`src/rtl/acc_fetch_seq_pkg.sv`:
```
// Shared definitions for the Apollo fetch sequencer: opcodes, EXTEND word,
// boot address, FSM encoding and the decoded-instruction record.
// Optional build macro: ACC_PARITY_CHECK_EN adds the ERR state.
package acc_fetch_seq_pkg;

  typedef enum logic [2:0] {
    OP_TC    = 3'o0,
    OP_CCS   = 3'o1,
    OP_DAS   = 3'o2,
    OP_CA    = 3'o3,
    OP_CS    = 3'o4,
    OP_INDEX = 3'o5,
    OP_AD    = 3'o6,
    OP_MP    = 3'o7
  } op_t;

  localparam logic [14:0] EXTEND_WORD   = 15'o00006;
  localparam logic [11:0] BOOT_ADDR_DEF = 12'h800;

`ifdef ACC_PARITY_CHECK_EN
  typedef enum logic [2:0] {
    ST_IDLE    = 3'd0,
    ST_FETCH   = 3'd1,
    ST_CAPTURE = 3'd2,
    ST_VALID   = 3'd3,
    ST_ERR     = 3'd4
  } state_t;
`else
  typedef enum logic [2:0] {
    ST_IDLE    = 3'd0,
    ST_FETCH   = 3'd1,
    ST_CAPTURE = 3'd2,
    ST_VALID   = 3'd3
  } state_t;
`endif

  typedef struct packed {
    op_t         op;
    logic [1:0]  qc;
    logic [11:0] addr;
  } instr_dec_t;

  // ROM words carry odd parity over all 16 bits
  function automatic logic odd_parity_ok(input logic [15:0] w);
    return ^w;
  endfunction

endpackage

```
`src/rtl/acc_instr_decode.sv`:
```
// Combinational field split of a 15-bit instruction word; shared with the
// execute stage so both sides agree on field boundaries.
module acc_instr_decode
  import acc_fetch_seq_pkg::*;
(
  input  logic [14:0] word,
  output instr_dec_t  dec
);

  // qc and addr overlap on purpose: qc is the top of the address field
  always_comb begin
    dec.op   = op_t'(word[14:12]);
    dec.qc   = word[11:10];
    dec.addr = word[11:0];
  end

endmodule

```
`src/rtl/acc_fetch_seq.sv`:
```
// Apollo instruction fetch sequencer: owns the PC, strobes the ROM, folds
// EXTEND prefixes and hands decoded words to execute via valid/ready.
// Optional build macro: ACC_PARITY_CHECK_EN (odd-parity check, sticky ERR).
module acc_fetch_seq
  import acc_fetch_seq_pkg::*;
#(
  parameter int             AW        = 12,
  parameter int             DW        = 16,
  parameter logic [AW-1:0]  BOOT_ADDR = BOOT_ADDR_DEF
) (
  input  logic          clk,
  input  logic          rst,
  input  logic          step,
  input  logic          run,
  output logic [AW-1:0] rom_addr,
  output logic          rom_cs,
  input  logic [DW-1:0] rom_data,
  output logic          instr_valid,
  input  logic          instr_ready,
  output logic [14:0]   instr_word,
  output logic [2:0]    instr_op,
  output logic [1:0]    instr_qc,
  output logic [11:0]   instr_addr,
  output logic          instr_ext,
  input  logic          jump_en,
  input  logic [AW-1:0] jump_addr,
  output logic [AW-1:0] pc,
  output logic          parity_err
);

  state_t     state;
  logic       ext_pend;
  logic       accept;
  instr_dec_t dec;

  assign accept   = instr_valid & instr_ready;
  assign rom_addr = pc;

  acc_instr_decode u_dec (
    .word (instr_word),
    .dec  (dec)
  );

  assign instr_op   = dec.op;
  assign instr_qc   = dec.qc;
  assign instr_addr = dec.addr;

`ifdef ACC_PARITY_CHECK_EN
  logic par_err_q;
  logic par_ok;
  assign par_ok     = odd_parity_ok(rom_data[15:0]);
  assign parity_err = par_err_q;
`else
  // parity bit (and anything above the instruction) is ignored in this build
  logic unused_rom_msb;
  assign unused_rom_msb = ^rom_data[DW-1:15];
  assign parity_err     = 1'b0;
`endif

  // Fetch FSM; all handshake and ROM strobes are registered alongside state
  always_ff @(posedge clk) begin
    if (rst) begin
      state       <= ST_IDLE;
      pc          <= BOOT_ADDR;
      rom_cs      <= 1'b0;
      instr_valid <= 1'b0;
      instr_word  <= '0;
      instr_ext   <= 1'b0;
      ext_pend    <= 1'b0;
`ifdef ACC_PARITY_CHECK_EN
      par_err_q   <= 1'b0;
`endif
    end else begin
      case (state)
        ST_IDLE: begin
          // step and run together still start only one fetch
          if (step || run) begin
            state  <= ST_FETCH;
            rom_cs <= 1'b1;
          end
        end
        ST_FETCH: begin
          // ROM samples the address on the negedge of this cycle
          state  <= ST_CAPTURE;
          rom_cs <= 1'b0;
        end
        ST_CAPTURE: begin
          instr_word <= rom_data[14:0];
          pc         <= pc + AW'(1);
`ifdef ACC_PARITY_CHECK_EN
          if (!par_ok) begin
            par_err_q <= 1'b1;
            state     <= ST_ERR;
          end else
`endif
          if (rom_data[14:0] == EXTEND_WORD) begin
            // prefix is folded silently: no handshake, straight to next word
            ext_pend <= 1'b1;
            state    <= ST_FETCH;
            rom_cs   <= 1'b1;
          end else begin
            instr_ext   <= ext_pend;
            instr_valid <= 1'b1;
            state       <= ST_VALID;
          end
        end
        ST_VALID: begin
          if (accept) begin
            instr_valid <= 1'b0;
            ext_pend    <= 1'b0;
            if (jump_en) pc <= jump_addr;
            if (run) begin
              state  <= ST_FETCH;
              rom_cs <= 1'b1;
            end else begin
              state  <= ST_IDLE;
            end
          end
        end
`ifdef ACC_PARITY_CHECK_EN
        ST_ERR: begin
          // parked until reset
          state <= ST_ERR;
        end
`endif
        default: begin
          state       <= ST_IDLE;
          rom_cs      <= 1'b0;
          instr_valid <= 1'b0;
        end
      endcase
    end
  end

endmodule

```
`config.mk`:
```
export PLATFORM = sky130hd
export DESIGN_NAME = acc_fetch_seq
export DESIGN_NICKNAME = d
export VERILOG_FILES = /design/src/rtl/acc_fetch_seq_pkg.sv /design/src/rtl/acc_instr_decode.sv /design/src/rtl/acc_fetch_seq.sv
export SDC_FILE = /design/constraint.sdc
export NUM_CORES = 1
export LEC_CHECK = 0
export CAP_MARGIN = 20
export CORE_ASPECT_RATIO = 0.6
export CORE_MARGIN = 3
export CORE_UTILIZATION = 43
export DETAILED_ROUTE_END_ITERATION = 6
export PLACE_DENSITY = 0.89
export SYNTH_ARGS = -nofsm -noshare
export SYNTH_HDL_FRONTEND = slang
export SYNTH_HIERARCHICAL = 1
export SYNTH_SLANG_ARGS = --single-unit
```
`constraint.sdc`:
```
create_clock -name clk -period 2.5 [get_ports clk]
set_input_delay 0.75 -clock clk [delete_from_list [all_inputs] [get_ports clk]]
set_output_delay 0.75 -clock clk [all_outputs]
set_load 0.02 [all_outputs]
```
==> reports/metrics.cfg <==
[grt]
grt_most_used_layer=met1
grt.overflow.total=0
grt_pass1_vias=1740
gr-usage-met3_pct=5.40
grt_max_degree=21
track_usage_pct=19.7
antenna_found_initial=0
grt_pass1_wl_mm=8.38
grt_use_met2_pct=28.1
grt_use_met1_pct=28.7

[synth]
yosys_register_bits=33
yosysTopAreaCell=dfxtp_1
yosys_most_used_dff=dfxtp_1
synth.distinct_cells=44
syn_nets=273
netlist_area_sq_um=1870
syn_inst=238
synthArstFlopShare_pct=0
synth.top_cell.area_share_pct=35.3
synth_edf_count=0
ys_warn_count=6
synth.area.top_cells=dfxtp_1 (35%), buf_4 (12%), nand2_1 (9.4%)
synth_area_per_cell_sq_um=7.87
yosysSeqAreaShare_pct=35.3

[placement]
place.gp.congestion=0.863
placedInstanceArea_sq_um=2620
portBuffers=91
dp_hpwl_mm=3.81
dp.cells=352

[worst_setup_path]
r2r_cells=5
r2r_setup_slack_ns=0.72
critPathLaunchType=input pin
crit_family=buffers and inverters
cp-end-kind=flop
r2r_start=state[0]$_SDFFE_PP0P_
critPathArrivalTime_ns=2.47
crit_path_max_fanout=4
required_ns=2.70
slowest_stage=nor4b_1
crit_path_end=rom_cs$_SDFFE_PP0P_
worst-path-buf-inv=3
startpoint=rom_data[3]
cp_common_cell=buf_4
r2r-end=pc[8]$_SDFFE_PP0P_
cp_slowest_stage_delay_ns=0.56
cp_cell_sequence=clkdlybuf4s50_1, nor4b_1, buf_4, a41oi_2, buf_4, o32ai_1
cp.depth=6
path_class=input pin to flop

[detailed_routing]
wl_mm=5.17
post_drt_wl_per_cell_um=14.4
ant_nets=0
drt_iter0_markers=162
first_pass_iters=4
vias_per_cell=5.20
vias=1871
drc=0

[final_layout]
layout.nets=337
diodes=0
area_growth_pct=45.2
drive_gt1_share_pct=8.91
finalNonFillerCells=360
stdcell_area_sq_um=2720
final_common_cell=clkdlybuf4s50_1
layout_common_cells=clkdlybuf4s50_1 (91), nand2_1 (47), a21oi_1 (34), dfxtp_1 (33)

[power_and_ir_drop]
ir_drop_mv=0.335
leakagePower_nw=0.948
p_per_area_nw_per_um2=506

[cts]
clkLatencyLatePin_ns=0.29
clk_pin_slew_ns=0.07
clk_path_buf_depth=2
clock-sinks=33
root_buffer=clkbuf_8
cts-htree-levels=2
ctsHoldBuffers=0
cts_setup_buffers=0
tritoncts=done
cts_resized=0
cts_made_buffers=5

[sta]
fin_crit_ns=2.27
maxSlewHeadroom_pct=61.0
clock.fmax_mhz=440
setup_viol=0
final_hold_viol_count=0
skew_ns=0.00645
finalSetupTns_ns=0
slew_violations=0
worst_pin_slew_ns=0.576
final.period_utilization_pct=90.8
holdWs_ns=0.472
rsz0062_at_grt=no

[floorplanning]
fp.dieH_um=57.1
core-area_sq_um=3910
die_area_sq_um=5210
initial_utilization_pct=47.9
rows=17
ios=94
die_x_um=91.2

[flow_run]
maxCapViolations=0

[worst_hold_path]
min_path_type=flop to flop

[outcome]
status=finished clean

==> cells by family (layout without fill, tap and decap cells) <==
kind of cell	Yosys count	after routing	synth area share, %
AOI/OAI and AO/OA	62	62	20.6
adders and majority gates	1	1	0.668
buffers and inverters	46	111	17.0
DFF	33	33	35.3
muxes	2	2	1.34
other	1	1	0.200
and+or+nand+nor	93	93	24.9
==> metrics by stage <==
| step | util, % | worst slack (ns) | total power [W] |
|---|---|---|---|
| 6_report | 69.5 | 0.229 | 0.00138 |
| 5_1_grt | 69.5 | 0.134 | 0.00143 |
| 4_1_cts | 69.5 | 0.247 | 0.00138 |
| 3_5_place_dp | 66.9 | -0.00409 | 0.000936 |
| 3_3_place_gp | 66.9 | 0.0220 | 0.000929 |
| 2_1_floorplan | - | 0.679 | 0.000791 |
==> synth_stat cells, types with 2 or more instances <==
library cell and number:
o31ai_1 4, nand2_1 47, and4_4 2, buf_4 31
a21oi_1 34, and4_1 3, nand3_1 9, o21ai_0 10
buf_6 2, clkbuf_1 6, dfxtp_1 33, inv_1 2
nand2b_1 2, nor4_1 2, nand4_1 2, buf_2 4
and3_1 3, a311oi_1 2, nor2_1 9, and2_1 4
nor3_1 4
==> layer usage <==
| layer | vias to the layer above | wire [um] |
|---|---|---|
| met3 | 10 | 385 |
| met2 | 81 | 2180 |
| li1 | 932 | - |
| met5 | - | 0 |
| met4 | 0 | 72 |
| met1 | 848 | 2530 |
==> power by group <==
part	total (W)	internal (W)	switching (W)
logic	0.000342	0.000168	0.000174
clock network	0.000450	0.000249	0.000201
registers	0.000586	0.000554	0.0000321
total	0.00138	0.000971	0.000406
==> cell type report <==
cell class	instances	area [sq um]
Sequential cell	33	661
Timing Repair Buffer	101	986
Clock inverter	1	5.00
Multi-Input combinational cell	159	893
Fill cell	321	1190
Tap cell	57	71.3
Clock buffer	7	96.3
Inverter	2	7.51
==> state kept, by name (all words and copies together) (netlist names) <==
signal / cells
instr_valid: 1
instr_word: 15
instr_ext: 1
state: 2
rom_cs: 1
pc: 12
ext_pend: 1
==> tightest hold or removal path: stages (launching register included) <==
cell     delay [ns]
dfxtp_1        0.32
nand2_1        0.05
a21oi_1        0.05
==> worst min path at each step <==
stage	from	endpoint	slack [ns]	cells after the start
after floorplan	ext_pend$_SDFFE_PP0P_	ext_pend$_SDFFE_PP0P_	0.46	2
after global placement	instr_word[7]$_SDFFE_PP0P_	instr_word[7]$_SDFFE_PP0P_	0.46	2
after detailed placement	instr_word[9]$_SDFFE_PP0P_	instr_word[9]$_SDFFE_PP0P_	0.47	2
after CTS	instr_word[0]$_SDFFE_PP0P_	instr_word[0]$_SDFFE_PP0P_	0.48	2
after global routing	instr_word[13]$_SDFFE_PP0P_	instr_word[13]$_SDFFE_PP0P_	0.50	2
final	instr_word[0]$_SDFFE_PP0P_	instr_word[0]$_SDFFE_PP0P_	0.47	2
Note: power is estimated with default switching activity, not from simulation.
